### src/rtl/serializer_pkg.sv
// ---------------------------------------------------------------------------
// serializer_pkg
// Shared definitions for the transmit-side serializer path.
//   SER_WIDTH : number of bits the shift serializer holds and shifts out
//   state_t   : sequencer state encoding (IDLE, SEND, GAP)
// ---------------------------------------------------------------------------
package serializer_pkg;

  localparam int SER_WIDTH = 8;

  typedef enum logic [1:0] {
    IDLE = 2'd0,
    SEND = 2'd1,
    GAP  = 2'd2
  } state_t;

endpackage

### src/rtl/serializer_tx_ctrl.sv
// ---------------------------------------------------------------------------
// serializer_tx_ctrl
// Sequencer between a byte producer and the 8-bit MSB-first shift serializer.
// Accepts a byte on a valid/ready handshake, loads it into the serializer on
// the accept edge, then strobes the serializer's shift enable so that every
// bit is held for DIV clocks. out_frame marks the cycles on which the
// serializer output carries a data bit; an optional idle gap of GAP_CYCLES
// clocks follows each byte.
//
// Ports
//   in_clock        single clock, all logic on posedge
//   in_reset        asynchronous active-high reset
//   in_valid        producer has a byte on in_data
//   in_data         byte to transmit
//   in_abort        synchronous abort of the byte in flight
//   out_ready       controller accepts in_data this cycle
//   out_ser_write   serializer load strobe (same cycle as the accept)
//   out_ser_data    serializer load data (passthrough of in_data)
//   out_ser_enable  serializer shift strobe
//   out_frame       serializer output carries a valid data bit
//   out_busy        high in SEND or GAP
//   out_done        one-cycle pulse on the final clock of bit 7
// ---------------------------------------------------------------------------
module serializer_tx_ctrl
  import serializer_pkg::*;
#(
  parameter int DIV        = 4,
  parameter int GAP_CYCLES = 0
) (
  input  logic                 in_clock,
  input  logic                 in_reset,
  input  logic                 in_valid,
  input  logic [SER_WIDTH-1:0] in_data,
  input  logic                 in_abort,
  output logic                 out_ready,
  output logic                 out_ser_write,
  output logic [SER_WIDTH-1:0] out_ser_data,
  output logic                 out_ser_enable,
  output logic                 out_frame,
  output logic                 out_busy,
  output logic                 out_done
);

  localparam int DIV_W        = (DIV > 1) ? $clog2(DIV) : 1;
  localparam int GAP_W        = (GAP_CYCLES > 0) ? $clog2(GAP_CYCLES + 1) : 1;
  localparam int GAP_LAST_INT = (GAP_CYCLES > 0) ? GAP_CYCLES - 1 : 0;

  localparam logic [DIV_W-1:0] DIV_LAST = DIV_W'(DIV - 1);
  localparam logic [GAP_W-1:0] GAP_LAST = GAP_W'(GAP_LAST_INT);
  localparam logic [2:0]       BIT_LAST = 3'(SER_WIDTH - 1);

  state_t             state_q,   state_d;
  logic [2:0]         bit_cnt_q, bit_cnt_d;
  logic [DIV_W-1:0]   div_cnt_q, div_cnt_d;
  logic [GAP_W-1:0]   gap_cnt_q, gap_cnt_d;
  logic               frame_q,   frame_d;
  logic               busy_q,    busy_d;
  logic               done_q,    done_d;

  logic last_div;
  logic last_bit;
  logic last_clk;
  logic accept;

  assign last_div = (div_cnt_q == DIV_LAST);
  assign last_bit = (bit_cnt_q == BIT_LAST);
  assign last_clk = (state_q == SEND) && last_div && last_bit;

  // Ready in IDLE, and with no gap configured also on the last SEND clock so
  // that a held in_valid streams bytes without a break in out_frame. An abort
  // on that last clock withdraws the back-to-back offer.
  assign out_ready = !in_reset &&
                     ((state_q == IDLE) ||
                      ((GAP_CYCLES == 0) && last_clk && !in_abort));
  assign accept    = in_valid && out_ready;

  // State register: FSM state, counters and the registered status outputs.
  always_ff @(posedge in_clock or posedge in_reset) begin
    if (in_reset) begin
      state_q   <= IDLE;
      bit_cnt_q <= '0;
      div_cnt_q <= '0;
      gap_cnt_q <= '0;
      frame_q   <= 1'b0;
      busy_q    <= 1'b0;
      done_q    <= 1'b0;
    end else begin
      state_q   <= state_d;
      bit_cnt_q <= bit_cnt_d;
      div_cnt_q <= div_cnt_d;
      gap_cnt_q <= gap_cnt_d;
      frame_q   <= frame_d;
      busy_q    <= busy_d;
      done_q    <= done_d;
    end
  end

  // Next-state logic. Abort wins over everything outside IDLE; on the last
  // clock of bit 7 an accept restarts the frame, otherwise we go to GAP or
  // straight back to IDLE.
  always_comb begin
    state_d   = state_q;
    bit_cnt_d = bit_cnt_q;
    div_cnt_d = div_cnt_q;
    gap_cnt_d = gap_cnt_q;

    case (state_q)
      IDLE: begin
        if (accept) begin
          state_d   = SEND;
          bit_cnt_d = '0;
          div_cnt_d = '0;
        end
      end

      SEND: begin
        if (in_abort) begin
          state_d   = IDLE;
          bit_cnt_d = '0;
          div_cnt_d = '0;
          gap_cnt_d = '0;
        end else if (last_div) begin
          div_cnt_d = '0;
          if (!last_bit) begin
            bit_cnt_d = bit_cnt_q + 3'd1;
          end else begin
            bit_cnt_d = '0;
            if (accept) begin
              state_d = SEND;
            end else if (GAP_CYCLES > 0) begin
              state_d   = GAP;
              gap_cnt_d = '0;
            end else begin
              state_d = IDLE;
            end
          end
        end else begin
          div_cnt_d = div_cnt_q + DIV_W'(1);
        end
      end

      GAP: begin
        if (in_abort || (gap_cnt_q == GAP_LAST)) begin
          state_d   = IDLE;
          bit_cnt_d = '0;
          div_cnt_d = '0;
          gap_cnt_d = '0;
        end else begin
          gap_cnt_d = gap_cnt_q + GAP_W'(1);
        end
      end

      default: begin
        state_d   = IDLE;
        bit_cnt_d = '0;
        div_cnt_d = '0;
        gap_cnt_d = '0;
      end
    endcase
  end

  // Output logic. The serializer loads on the accept edge, so write and data
  // are pure passthroughs. The status flops are fed from the next state so
  // that they line up with the cycles they describe; out_done is set when
  // the next cycle is the final clock of bit 7.
  always_comb begin
    out_ser_write  = accept;
    out_ser_data   = in_data;
    out_ser_enable = (state_q == SEND) && last_div && !last_bit;

    frame_d = (state_d == SEND);
    busy_d  = (state_d != IDLE);
    done_d  = (state_d == SEND) && (bit_cnt_d == BIT_LAST) &&
              (div_cnt_d == DIV_LAST);
  end

  assign out_frame = frame_q;
  assign out_busy  = busy_q;
  assign out_done  = done_q;

endmodule

### config.mk
export PLATFORM = sky130hd
export DESIGN_NAME = serializer_tx_ctrl
export DESIGN_NICKNAME = d
export VERILOG_FILES = /design/src/rtl/serializer_pkg.sv /design/src/rtl/serializer_tx_ctrl.sv
export SDC_FILE = /design/constraint.sdc
export NUM_CORES = 1
export LEC_CHECK = 0
export ABC_AREA = 1
export BUFFER_PORTS_ARGS = -buffer_cell sky130_fd_sc_hd__buf_2
export CORE_MARGIN = 2
export CORE_UTILIZATION = 42
export DETAILED_ROUTE_END_ITERATION = 12
export GPL_ROUTABILITY_DRIVEN = 0
export MAX_ROUTING_LAYER = met4
export PLACE_DENSITY = 0.72
export SETUP_SLACK_MARGIN = 0.02
export SYNTH_ARGS = -nofsm -noshare
export SYNTH_HDL_FRONTEND = slang
export SYNTH_SLANG_ARGS = --single-unit
### constraint.sdc
create_clock -name in_clock -period 1.46 [get_ports in_clock]
set_clock_uncertainty 0.15 [all_clocks]
set_input_delay 0.073 -clock in_clock [delete_from_list [all_inputs] [get_ports in_clock]]
set_output_delay 0.073 -clock in_clock [all_outputs]
set_load 0.02 [all_outputs]
==> results.md, run 1 <==
- Cell Count, Final, Fillers Out: 126
- Post-synth top area share: 38.7%
- Relative max-transition margin: 84.4%
- Min Tclk post-route: 1740 ps
- Clock slew at reported path FFs: 70 ps
- DR vias/cell: 4.91
- Critical path endpoint: out_ready
- WL final: 1.52 mm
- Critical Path Fanout Max: 3
- P&R area growth vs syn: 33.6%
- Cell area after synthesis: 711 um2
- DP HPWL: 1.09 mm
- CP top delay family: flip-flops
- Mapped Nets: 102
- Vias in the first global route: 606
- Largest net degree at the start of global routing: 12
- Die Ht: 45.1 um
- Layout net count: 126
- P_sw: 0.243 mW
- Antenna Cells: 0
- Num CTS Buffers: 3
- Vias: 619
- Worst VDD drop: 0.462 mV
- Critical Path Most Common Cell: nor2_1
- Final core occ: 61.6%
- Commonest cells in the netlist: nand2_1 (15), dfrtp_1 (11), inv_1 (10)
- Antenna violations before repair: 0
- Flop pwr share: 45.7%
- HP Class: primary input to flip-flop
- CTS tree: yes
- Die area: 0.00204 mm2
- Pwr per Cell Area: 810 mW/mm2
- Post-synth EDFFs: 0
- MaxCap Viol Count: 0
- DRT iter0 DRCs: 5
- Critical Path Stages: 8
- Count of buffers from port buffering: 9
- RR Endpoint: out_done
- First-pass GRT wire length: 2.49 mm
- Yosys cell types: 22
- Fill count: 142
- Failing checks: setup timing
- Gate power share: 27.6%
- Endpoints failing setup: 6
- Critical Path RT: 1240 ps
- Crit. Startpoint: bit_cnt_q[0]
- WL/cell: 12.0 um
- Switch share: 31.6%
- Setup_tns: -792 ps
- CP Capture Type: primary output
- Reg2Reg Depth: 9
- Pleak: 0.487 nW
- Avg Cell Area, Syn: 8.17 um2
- Clk_lat worst skew: 270 ps
- Fmax: 574 MHz
- Crit-path cells: ha_2 -> ha_4 -> buf_6 -> nand4_1 -> nor2_1 -> nor2_1 -> nor2_1 -> buf_4
- Initial Util: 46.1%
- Slowest stage delay, CP: 390 ps
- H-tree depth: 1
- Worst r2r src: bit_cnt_q[0]
- Die W: 45.1 um
- Largest area contributor in the netlist: dfrtp_1
- Top_reg_cell synth: dfrtp_1
- Residual DRC: 0
- Tot GR Track Use: 17.8%
- Final Hold Vio Count: 0
- Clk Tree Root Cell: clkbuf_4
- Core area: 0.00154 mm2
- RSZ-0062 raised after global routing: yes
- Clk pwr share: 26.7%
- Worst path bufs/invs: 2
- DP Cell Count: 111
- Final setup margin: -282 ps
- Layout cells sized above 1: 42.7%
- Synthesis-stage register bit count: 11
- Site Rows: 14
- Slowest cell on the critical path: dfrtp_1
- Internal Pwr Total: 0.526 mW
- Worst-margin pin slew: 234 ps
- Status: finished, violations left
- Hold Slack: 2.44 ps
- Crit Path Class: flip-flop to primary output
- Final antenna-violating net count: 0
- Area contributors post-synth: dfrtp_1 (39%), buf_4 (8.5%), nand2_1 (7.9%), nand2_2 (7.0%), ha_1 (5.3%)
- Slew Viols, Final: 0
- CP arrival: 1520 ps
- Yosys warning count: 0
- Post-synth ARST share: 100%
- I/O Pins: 26
- Setup slack, reg-to-reg: -100 ps
- GRT overflow: 0
- Share of the yosys chip area belonging to registers: 38.7%
- Synth Instances: 87
- Sink Count: 11
- Most common cell in the netlist: nand2_1
- Period utilization: 119%
- Pre-antenna DRT Iters: 4
- Setup slack at placement: -64.0 ps
- Startpoint types: flip-flop
- Clock Path Buffers: 2
[worst min-delay path, cell delays in order]
cell and delay (ps):
buf_2 110, nand4_1 100, nand3_1 90
[cell families (layout without fill, tap and decap cells)]
kind of cell | count (synthesis) | count (layout) | synth area share (%)
and+or+nand+nor | 46 | 46 | 34.9
buffers and inverters | 20 | 43 | 15.8
DFF | 11 | 11 | 38.7
AOI/OAI and AO/OA | 7 | 7 | 5.28
adders and majority gates | 3 | 3 | 5.28
[registers in the layout, summed over array words and instances (netlist names)]
name,cells
gap_cnt_q,1
bit_cnt_q,3
out_done,1
state_q,2
div_cnt_q,2
out_frame,1
out_busy,1
[stage by stage]
stage          cell area, um2  total power [mW]
4_1_cts                   928             0.758
3_5_place_dp              785             0.503
5_1_grt                   950             0.807
3_3_place_gp              785             0.501
6_report                  950             0.769
2_1_floorplan             731             0.487
[routing by layer]
metal  vias up  global-route usage [%]  part of all wire [%]
met5         -                       -                     0
met4         0                    12.4                   2.5
met3         4                    2.40                   4.3
met2        18                    29.1                    52
met1       289                    19.9                    41
li1        308                       -                     -
[repair_timing]
action,4_1_cts,5_1_grt
cloned,0,0
hold buffers,9,0
endpoints found under the setup margin,5,8
hold endpoints to repair,19,0
resized for setup,8,4
setup buffers,0,2
pin swaps,2,3
[cells in the final DEF, fill, tap and decap left out, types with 3 or more instances in the layout]
cell type,count
dfrtp_1,10
nand2_2,10
dlygate4sd3_1,9
inv_1,9
nor2_1,8
nand2_1,13
buf_4,11
buf_2,6
clkbuf_4,3
nand3_1,3
a21oi_1,3
[how the worst min path moves through the flow]
| stage | from | to | cells past startpoint |
|---|---|---|---|
| 2_1_floorplan | in_reset | bit_cnt_q[0] | 1 |
| 3_3_place_gp | in_reset | state_q[1] | 3 |
| 3_5_place_dp | in_reset | state_q[1] | 3 |
| 4_1_cts | in_reset | div_cnt_q[0] | 3 |
| 5_1_grt | in_reset | div_cnt_q[0] | 3 |
| 6_report | in_valid | out_busy | 3 |
[power groups by stage]
stage | clock network (mW) | registers, mW | logic, mW
5_1_grt | 0.222 | 0.355 | 0.231
2_1_floorplan | 0 | 0.352 | 0.135
4_1_cts | 0.211 | 0.350 | 0.198
3_5_place_dp | 0 | 0.351 | 0.153
6_report | 0.206 | 0.351 | 0.212
3_3_place_gp | 0 | 0.349 | 0.152
[layout make-up]
cell class / instances / area, um2 / share of cell area [%]
clock buffers: 4 / 26.3 / 2.77
inverters: 11 / 41.3 / 4.35
multi-input cells: 56 / 360 / 37.9
flip-flops and latches: 11 / 277 / 29.1
well taps: 16 / 20.0 / 2.11
repair buffers: 28 / 225 / 23.7
No activity file was read; power rests on OpenSTA's default activity.
==> inputs of run 2 (changes only) <==
==> constraint.sdc (replaced) <==
create_clock -name in_clock -period 1.46 [get_ports in_clock]
set_clock_uncertainty 0.15 [all_clocks]
set_input_delay 0.073 -clock in_clock [delete_from_list [all_inputs] [get_ports in_clock]]
set_output_delay 0.073 -clock in_clock [all_outputs]
set_load 0.05 [all_outputs]
==> results.md, run 2 (same netlist as run 1, synthesis figures left out) <==
- Status: finished, violations left
- Failing checks: setup timing
- Final core occ: 62.0%
- Pre-antenna DRT Iters: 3
- Setup slack, reg-to-reg: -60 ps
- Worst Hold Path EP: out_frame
- Fmax: 576 MHz
- CP arrival: 1510 ps
- Sink Count: 11
- Clock slew at reported path FFs: 70 ps
- Commonest non-fill, non-tap cell in the layout: nand2_1
- GRT overflow: 0
- Period utilization: 119%
- Max reg flops: 3
- Largest register by flop count: bit_cnt_q
- First-pass GRT wire length: 2.44 mm
- Die Ht: 45.1 um
- Largest net degree at the start of global routing: 12
- Seq. cell area: 278 um2
- DP Cell Count: 110
- CP Capture Type: primary output
- Pleak: 0.481 nW
- Worst r2r src: bit_cnt_q[1]
- Tot GR Track Use: 17.3%
- Clk Tree Root Cell: clkbuf_4
- Relative max-transition margin: 66.1%
- WL/cell: 11.6 um
- Largest registers: bit_cnt_q (3), div_cnt_q (2), state_q (2)
- HP Class: primary input to flip-flop
- Multi-input logic area: 373 um2
- DP HPWL: 1.12 mm
- DRT iter0 DRCs: 2
- Core area: 0.00154 mm2
- Vias: 611
- P&R area growth vs syn: 34.5%
- Final Hold Vio Count: 0
- I/O Pins: 26
- MaxCap Viol Count: 0
- Setup slack at placement: -104 ps
- Critical Path Fanout Max: 4
- Final antenna-violating net count: 0
- DR vias/cell: 4.93
- H-tree depth: 1
- Fill count: 133
- Antenna violations before repair: 0
- Die area: 0.00204 mm2
- Worst-margin pin slew: 506 ps
- Most frequent cells in the layout: nand2_1 (13), nand2_2 (10), dfrtp_1 (9), dlygate4sd3_1 (9)
- Cell Count, Final, Fillers Out: 124
- Layout cells sized above 1: 47.2%
- Pwr per Cell Area: 860 mW/mm2
- Reg2Reg Depth: 8
- Worst VDD drop: 0.544 mV
- Clk_lat worst skew: 270 ps
- Final setup margin: -277 ps
- WL final: 1.44 mm
- Clock Path Buffers: 2
- Vias in the first global route: 589
- Critical Path RT: 1240 ps
- Residual DRC: 0
- Min Tclk post-route: 1740 ps
- Setup_tns: -790 ps
- Hold wc startpoint: in_valid
- Initial Util: 46.1%
- Hold Path Cell Cnt: 3
- Die W: 45.1 um
- Startpoint types: flip-flop
- RSZ-0062 raised after global routing: yes
- Crit Path Class: flip-flop to primary output
- Endpoints failing setup: 4
- RR Endpoint: out_done
- Antenna Cells: 0
- Slew Viols, Final: 0
- Site Rows: 14
- Num CTS Buffers: 3
- Layout net count: 124
- CTS tree: yes
- Count of buffers from port buffering: 9
-- run 2: layout make-up --
class                      count  share of cell area [%]
tap                           16                    2.09
clock buffer                   4                    2.75
timing repair buffer          26                    22.8
sequential                    11                    29.1
inverter                      11                    4.32
multi-input combinational     56                    39.0
-- run 2: worst max path at each step --
stage	from	to	slack, ps	cells past startpoint
floorplan	bit_cnt_q[0]	out_done	-10	8
detailed placement	bit_cnt_q[1]	out_ser_write	-100	7
global route	bit_cnt_q[1]	out_ser_write	-360	7
finish	bit_cnt_q[1]	out_ser_write	-280	7
global placement	bit_cnt_q[1]	out_ser_write	-60	7
CTS	bit_cnt_q[0]	out_ser_write	-280	7
-- run 2: through the flow --
step | total power [mW] | hold slack (ps) | cell area (um2)
after floorplan | 0.549 | -216 | 747
after global placement | 0.538 | -8.36 | 793
after detailed placement | 0.541 | -9.75 | 793
after CTS | 0.826 | 15.5 | 948
after global routing | 0.864 | 45.7 | 956
final | 0.822 | 20.2 | 956
-- run 2: where the power goes --
part | internal (mW) | switching, mW | total [mW]
sequential | 0.327 | 0.0202 | 0.347
clock | 0.106 | 0.105 | 0.211
combinational | 0.0881 | 0.176 | 0.264
total | 0.521 | 0.301 | 0.822
-- run 2: layer usage --
metal	global-route usage (%)	up-vias	share of wire, %	routed length [um]
li1	-	306	-	-
met1	20.2	281	42	608
met2	26.9	19	49	709
met3	1.60	5	5.2	75
met4	14.1	0	3.1	44
met5	-	-	0	0
-- run 2: critical path: stages (launching register included) --
cell	delay, ps
dfrtp_1	350
ha_2	190
ha_4	150
nand2_2	60
o21ai_2	60
nand4_1	180
inv_2	110
buf_8	140
-- run 2: what timing repair did --
item | 4_1_cts | 5_1_grt
resized for setup | 11 | 4
hold buffers | 9 | 0
cloned | 0 | 0
endpoints found under the hold margin | 19 | 0
buffers inserted | 1 | 0
setup endpoints to repair | 6 | 8
pin swaps | 4 | 2
